**config.mk**
```make
export PLATFORM = sky130hd
export DESIGN_NAME = mem_responder
export DESIGN_NICKNAME = d
export VERILOG_FILES = /design/src/rtl/mem_responder.sv
export SDC_FILE = /design/constraint.sdc
export NUM_CORES = 1
export LEC_CHECK = 0
export ABC_AREA = 1
export ABC_CLOCK_PERIOD_IN_PS = 2700
export CAP_MARGIN = 20
export CORE_ASPECT_RATIO = 1.4
export CORE_MARGIN = 10
export CORE_UTILIZATION = 63
export DETAILED_ROUTE_END_ITERATION = 8
export PLACE_DENSITY_LB_ADDON = 0.08
export SETUP_SLACK_MARGIN = 0.02
export SLEW_MARGIN = 30
export SYNTH_ARGS = -nofsm -noshare
export SYNTH_HDL_FRONTEND = slang
export SYNTH_SLANG_ARGS = --single-unit
```
**constraint.sdc**
```tcl
create_clock -name clk -period 2.7 [get_ports clk]
set_input_delay 0.54 -clock clk [delete_from_list [all_inputs] [get_ports clk]]
set_output_delay 0.54 -clock clk [all_outputs]
set_load 0.01 [all_outputs]
```
**src/rtl/mem_responder.sv**
```systemverilog
// mem_responder: word-addressed memory model answering one request at a time
// after a fixed, programmable latency. Storage is a register array that is
// cleared by reset.
module mem_responder #(
   parameter int unsigned ADDR_W  = 5,
   parameter int unsigned DATA_W  = 32,
   parameter int unsigned LATENCY = 4
) (
   input  logic              clk,
   input  logic              rst_n,
   input  logic              req,
   input  logic              wr,
   input  logic [ADDR_W-1:0] addr,
   input  logic [DATA_W-1:0] data,
   output logic              ready,
   output logic              ack,
   output logic [DATA_W-1:0] q
);

   localparam int unsigned DEPTH = 2 ** ADDR_W;
   localparam int unsigned CNT_W = 4;

   typedef enum logic [1:0] {
      S_IDLE = 2'd0,
      S_BUSY = 2'd1,
      S_RESP = 2'd2
   } state_t;

   state_t              r_state;
   logic [CNT_W-1:0]    r_cnt;
   logic                r_wr;
   logic [ADDR_W-1:0]   r_addr;
   logic [DATA_W-1:0]   r_data;
   logic [DATA_W-1:0]   r_mem [DEPTH];

   // Request sequencing, memory access and registered handshake outputs.
   // A request held across the RESP exit edge is taken as the next
   // acceptance, giving one request per LATENCY+1 cycles.
   always_ff @(posedge clk or negedge rst_n) begin
      if (!rst_n) begin
         r_state <= S_IDLE;
         r_cnt   <= '0;
         r_wr    <= 1'b0;
         r_addr  <= '0;
         r_data  <= '0;
         r_mem   <= '{default: '0};
         ready   <= 1'b1;
         ack     <= 1'b0;
         q       <= '0;
      end else begin
         case (r_state)
            S_IDLE: begin
               if (req) begin
                  r_wr    <= wr;
                  r_addr  <= addr;
                  r_data  <= data;
                  r_cnt   <= CNT_W'(LATENCY - 1);
                  ready   <= 1'b0;
                  r_state <= S_BUSY;
               end
            end
            S_BUSY: begin
               if (r_cnt == '0) begin
                  if (r_wr) begin
                     r_mem[r_addr] <= r_data;
                  end else begin
                     q <= r_mem[r_addr];
                  end
                  ack     <= 1'b1;
                  r_state <= S_RESP;
               end else begin
                  r_cnt <= r_cnt - CNT_W'(1);
               end
            end
            S_RESP: begin
               ack <= 1'b0;
               if (req) begin
                  r_wr    <= wr;
                  r_addr  <= addr;
                  r_data  <= data;
                  r_cnt   <= CNT_W'(LATENCY - 1);
                  r_state <= S_BUSY;
               end else begin
                  ready   <= 1'b1;
                  r_state <= S_IDLE;
               end
            end
            default: begin
               r_state <= S_IDLE;
               ready   <= 1'b1;
               ack     <= 1'b0;
            end
         endcase
      end
   end

endmodule
```
==> flow_summary.yaml, run 1 <==
layout:
  drive_gt1_share_pct: 6.84
  fillers: 6494
  finish.utilization_pct: 70.5
  multi_input_area_sq_um: 20300
  seq_area_sq_um: 27600
  fin_nets: 6528
  layout.cells.non_filler: 7621
  area_growth_pct: 11.2
timing:
  fin_crit_sh_pct: 89.9
  hold_viol: 0
  fin_hold_ws_ps: 370
  tightestPinTransition_ps: 956
  setup_tns_ps: 0
  fmax_mhz: 412
  max-slew-margin-rel_pct: 36.2
  slew_viol_final: 0
  skew_ps: 28.5
  rsz0062_at_grt: "false"
  period_minus_slack_ps: 2430
  setup_viol: 0
worst_setup_path:
  slowest_stage: "dfrtp_1"
  cpMostUsedCell: "nand2_1"
  required_ps: 3220
  path_cells: "inv_1 -> ha_1 -> nand2_1 -> nor3_4 -> nand2_4 -> nor2_4 -> nand2_2 -> buf_12 -> nand2_1 -> o21ai_0"
  r2r_slack_ps: 270
  cp_top_family: "simple AND/OR/NAND/NOR gates"
  worstSetupPathType: "reg2reg"
  end_kind: "flip-flop"
  start_kind: "flip-flop"
  slowest_delay_ps: 410
  cp.buffers_inverters: 2
  crit_fanout: 26
  cp.arrival_ps: 2950
cts:
  htreeDepth: 3
  cts_tree: "built"
  cts_buffers: 104
  path_clk_slew_ps: 60
  clock_sinks: 1102
  cts-resized-gates: 0
  cts_root_buf: "clkbuf_16"
  worstSkewPairLatency_ps: 700
  clockBufferDepth: 3
pwr:
  powerDensity_nw_per_um2: 890
  combPwrFrac_pct: 29.0
  p_leak_nw: 28.2
  peakVddDrop_v: 0.000847
  swShare_pct: 37.5
  seq_power_share_pct: 40.9
  fin_total_pwr_w: 0.0495
  clkPwrFrac_pct: 30.1
  p_switching_w: 0.0186
  p_int_w: 0.0309
logic_synthesis:
  synth_fa_ha_area_share_pct: 0.0700
  synth-xor-area-share_pct: 0.0350
  yosys-top-cells-area: "dfrtp_1 55%, nand2_1 27%, o21ai_0 9.0%, clkbuf_1 3.4%, o21ai_1 1.7%"
  synth_top_area_cell: "dfrtp_1"
  synthSimpleGateAreaFrac_pct: 29.5
  yosys_most_used_dff: "dfrtp_1"
  ys_types: 25
  async_reset_ff_share_pct: 100
  synth_compound_area_share_pct: 10.7
  synthCells: 6617
  synth-edff-count: 0
  seq_area_frac_synth_pct: 55.1
  synth_top_area_share_pct: 55.1
  synth_top_family_by_area: "simple AND/OR/NAND/NOR gates"
  syn_area_sq_um: 50000
  synth.avg_cell_area_sq_um: 7.56
  synth_seq_cells: 1102
  synth_fp_nets: 6660
  synthMuxAreaShare_pct: 0
  ys_warn_count: 0
drt:
  drc: 0
  drtAntennaViolNets: 0
  wl_per_cell_um: 19.6
  viasPerCell: 5.73
  firstDrtPassIters: 6
  routed_wl_um: 150000
  vias: 43600
  initialDrtViolationCount: 5075
floorplan:
  boundaryPins: 75
  die-area_sq_um: 91300
  start_util_pct: 63.4
  core-area_sq_um: 78900
  die_h_um: 353
  die_w_um: 258
  placementRows: 122
global_routing:
  grt_pass1_vias: 41600
  grtUsageTotal_pct: 32.9
  grt-ovfl-total: 0
  grt_max_degree: 122
  antenna_found_initial: 1
  grt_pass1_wl_um: 237000
placed_design:
  place_inst: 7432
  portBuffers: 74
  gp_congestion: 0.835
  place_hpwl_um: 85100
hold_path:
  hp-class: "in2async"
flow_run:
  cap_violations: 0
outcome:
  status: "complete, no violations"
## cells in the mapped netlist, types with 6 or more instances
cell	n
buf_1	15
inv_1	101
or2_2	29
nand2_2	20
dfrtp_1	1101
nand3_1	99
a21oi_1	7
inv_2	13
buf_2	19
o21ai_0	901
nor2_4	6
nor2_1	70
nand2_1	3595
o21ai_1	165
clkbuf_1	455
nor3_2	6
## cells in the final DEF, fill, tap and decap left out, types with 29 or more instances in the layout
cell type / count
nand2_1: 3582
dfrtp_1: 1099
o21ai_0: 901
o21ai_1: 165
buf_4: 134
clkbuf_16: 107
nand3_1: 99
inv_1: 85
clkdlybuf4s50_1: 73
nor2_1: 70
buf_12: 42
nand2_2: 32
or2_2: 29
## power groups by stage
stage               clock network, W  registers [W]  logic, W
finish                        0.0149         0.0202    0.0144
global route                  0.0157         0.0205    0.0156
CTS                           0.0150         0.0202    0.0142
detailed placement                 0         0.0205    0.0141
global placement                   0         0.0204    0.0139
floorplan                          0         0.0201   0.00832
## state kept, by name, indices dropped and copies added (netlist names)
| register | flops |
|---|---|
| r_state | 2 |
| r_addr | 5 |
| r_mem | 1024 |
| r_data | 32 |
| r_cnt | 4 |
| q | 32 |
| r_wr | 1 |
| ack | 1 |
| ready | 1 |
## layout make-up
cell class / count / area share [%]
multi-input cells: 4912 / 36.4
repair buffers: 251 / 4.68
flip-flops and latches: 1102 / 49.6
well taps: 1054 / 2.37
inverters: 114 / 0.796
diodes: 2 / 0.00899
clock inverters: 35 / 0.672
clock buffers: 151 / 5.50
## worst paths after layout
kind / endpoint / from / depth (start not counted)
max in group asynchronous: r_data[27]$_DFFE_PN0P_ / rst_n / 4
hold reg to reg: r_mem[523]$_DFFE_PN0P_ / r_mem[523]$_DFFE_PN0P_ / 2
setup / recovery: r_mem[455]$_DFFE_PN0P_ / r_cnt[0]$_DFFE_PN0P_ / 10
setup reg to reg: r_mem[455]$_DFFE_PN0P_ / r_cnt[0]$_DFFE_PN0P_ / 10
hold / removal: r_mem[555]$_DFFE_PN0P_ / rst_n / 2
min in group clk: r_data[31]$_DFFE_PN0P_ / data[31] / 3
## timing repair
action | 4_1_cts | 5_1_grt
hold buffers | 1 | 0
buffers inserted | 0 | 0
hold endpoints to repair | 18 | 0
## routing by layer
metal  share of wire, %  vias up  global-route usage, %
met2                 47     1920                   54.1
met4                3.9        2                   13.7
li1                   -    20400                      -
met1                 40    21000                   43.5
met3                8.5      354                   4.63
met5             0.0073        -                      0
## cells by family (layout without fill, tap and decap cells)
family                     count (synthesis)  count (layout)
and+or+nand+nor                         3833            3833
DFF                                     1102            1102
AOI/OAI and AO/OA                       1074            1074
buffers and inverters                    603             551
adders and majority gates                  3               3
xor gates and xnor gates                   2               2
other                                      0               2
## worst reg2reg max path: stages, from the launching register on
cell	delay, ps
dfrtp_1	410
inv_1	100
ha_1	140
nand2_1	100
nor3_4	230
nand2_4	230
nor2_4	240
nand2_2	350
buf_12	310
nand2_1	70
o21ai_0	70
## per-stage QoR
| step | worst slack (ps) | cell area [sq um] |
|---|---|---|
| finish | 273 | 55700 |
| global route | 86.9 | 55700 |
| CTS | 280 | 55700 |
| detailed placement | 286 | 52200 |
| global placement | 375 | 52200 |
| floorplan | 813 | 50000 |
No activity file was read; power rests on OpenSTA's default activity.
==> run 2, diff against run 1 <==
- REMOVE_ABC_BUFFERS: not set -> 1
==> run 2 against run 1 <==
  * Die area unchanged
  * Worst setup slack worse by 0.99 ps
  * Total power up 1.2%
  * Critical path depth down 9
  * Combinational power about the same
  * Clock skew down 7.1 ps
==> flow_summary.yaml, run 2 (synthesis results as in run 1) <==
timing:
  fin_hold_ws_ps: 419
  tightestPinTransition_ps: 971
  setup_tns_ps: 0
  rsz0062_at_grt: "false"
  hold_viol: 0
  fin_crit_sh_pct: 89.9
  skew_ps: 21.4
  period_minus_slack_ps: 2430
  max-slew-margin-rel_pct: 34.9
  slew_viol_final: 0
  fmax_mhz: 412
  setup_viol: 0
cts:
  path_clk_slew_ps: 70
  clock_sinks: 1102
  cts_buffers: 104
  cts_root_buf: "clkbuf_16"
  cts_tree: "built"
  clockBufferDepth: 3
  htreeDepth: 3
  worstSkewPairLatency_ps: 690
hold_path:
  holdPathStages: 3
  hp-class: "in2reg"
  hold_start: "data[18]"
  holdPathEnd: "r_data[18]$_DFFE_PN0P_"
global_routing:
  grtUsageTotal_pct: 33.0
  grt_pass1_wl_um: 238000
  grt-ovfl-total: 0
  grt_max_degree: 142
  antenna_found_initial: 0
  grt_pass1_vias: 41900
layout:
  mostFrequentLayoutCells: "3582 x nand2_1, 1099 x dfrtp_1, 901 x o21ai_0"
  layout_commonest_cell: "nand2_1"
  finish.utilization_pct: 70.8
  fin_area_sq_um: 55900
  fin_nets: 6523
  diodes: 0
  max_flop_register: "r_mem"
  largest_reg_flops: 1024
  top_regs: "r_mem (1024), q (32), r_data (32)"
  drive_gt1_share_pct: 6.86
  area_growth_pct: 11.6
floorplan:
  placementRows: 122
  start_util_pct: 63.4
  die-area_sq_um: 91300
  boundaryPins: 75
  die_h_um: 353
  die_w_um: 258
  core-area_sq_um: 78900
pwr:
  powerDensity_nw_per_um2: 897
  p_leak_nw: 28.3
  fin_total_pwr_w: 0.0501
  peakVddDrop_v: 0.00109
drt:
  drtAntennaViolNets: 0
  wl_per_cell_um: 19.8
  vias: 43800
  viasPerCell: 5.76
  initialDrtViolationCount: 5113
  routed_wl_um: 150000
  firstDrtPassIters: 6
  drc: 0
worst_setup_path:
  cp.arrival_ps: 1890
  r2r_cells: 10
  cp_top_family: "buffers and inverters"
  path_cells: "clkdlybuf4s50_1"
  slowest_stage: "clkdlybuf4s50_1"
  required_ps: 2160
  crit_fanout: 2
  cp.buffers_inverters: 1
  start_kind: "flip-flop"
  r2r_slack_ps: 290
  worstSetupPathType: "reg2out"
  slowest_delay_ps: 620
  end_kind: "output pin"
  r2r-end: "r_mem[974]$_DFFE_PN0P_"
  regToRegStartpoint: "r_cnt[0]$_DFFE_PN0P_"
placed_design:
  portBuffers: 74
  dpl_cell_area_sq_um: 52200
  gp_congestion: 0.837
  place_hpwl_um: 84500
flow_run:
  cap_violations: 0
outcome:
  status: "complete, no violations"
## run 2: changes by cell type in the layout (fill, tap and decap cells not counted), sizes merged
| cell | previous run | this run |
|---|---|---|
| bufinv | 7 | 14 |
| clkinv | 27 | 32 |
| buf | 177 | 172 |
| inv | 113 | 114 |
| diode | 2 | 0 |
| clkbuf | 151 | 139 |
## run 2: worst max path at each step
stage	cells after the start	start	endpoint	slack (ps)
6_report	1	q[17]$_DFFE_PN0P_	q[17]	270
4_1_cts	1	q[14]$_DFFE_PN0P_	q[14]	260
3_3_place_gp	10	r_cnt[0]$_DFFE_PN0P_	r_mem[976]$_DFFE_PN0P_	380
3_5_place_dp	10	r_cnt[0]$_DFFE_PN0P_	r_mem[976]$_DFFE_PN0P_	330
2_1_floorplan	5	r_addr[0]$_DFFE_PN0P_	r_mem[353]$_DFFE_PN0P_	-15190
5_1_grt	10	r_cnt[0]$_DFFE_PN0P_	r_mem[976]$_DFFE_PN0P_	100
## run 2: tightest hold or removal path: cells and delay by family
| kind | cells | cell delay [ps] |
|---|---|---|
| buffers and inverters | 1 | 390 |
| AND/OR/NAND/NOR | 1 | 60 |
| AO/OA/AOI/OAI | 1 | 60 |
## run 2: power by group
group / internal (W) / switching, W / leakage (nW)
combinational: 0.00346 / 0.0107 / 11.5
sequential: 0.0188 / 0.00152 / 15.1
clock: 0.00914 / 0.00647 / 1.82
total: 0.0314 / 0.0187 / 28.3
## run 2: area by class of cell
cell class | instances | area [sq um]
Multi-Input combinational cell | 4912 | 20300
Inverter | 114 | 444
Fill cell | 6489 | 23100
Tap cell | 1054 | 1320
Clock inverter | 48 | 644
Timing Repair Buffer | 246 | 2590
Clock buffer | 139 | 3000
Sequential cell | 1102 | 27600
## run 2: metrics by stage
stage | std cells | setup WS (ps)
2_1_floorplan | 6128 | -15190
3_3_place_gp | 7427 | 376
3_5_place_dp | 7427 | 332
4_1_cts | 7615 | 259
5_1_grt | 7615 | 105
6_report | 7615 | 272
## run 2: repair_timing
item / CTS / global route
hold buffers: 1 / 0
endpoints found under the setup margin: 0 / 0
endpoints found under the hold margin: 28 / 0
resized for setup: 0 / 0
buffers inserted: 0 / 0
## run 2: per-layer routing
metal	GRT usage, %	routed length (um)	share of wire (%)	up-vias
met5	0	0	0	-
li1	-	-	-	20400
met2	53.7	70400	47	1979
met1	43.4	60900	40	21100
met4	15.0	6670	4.4	0
met3	5.09	12600	8.3	374
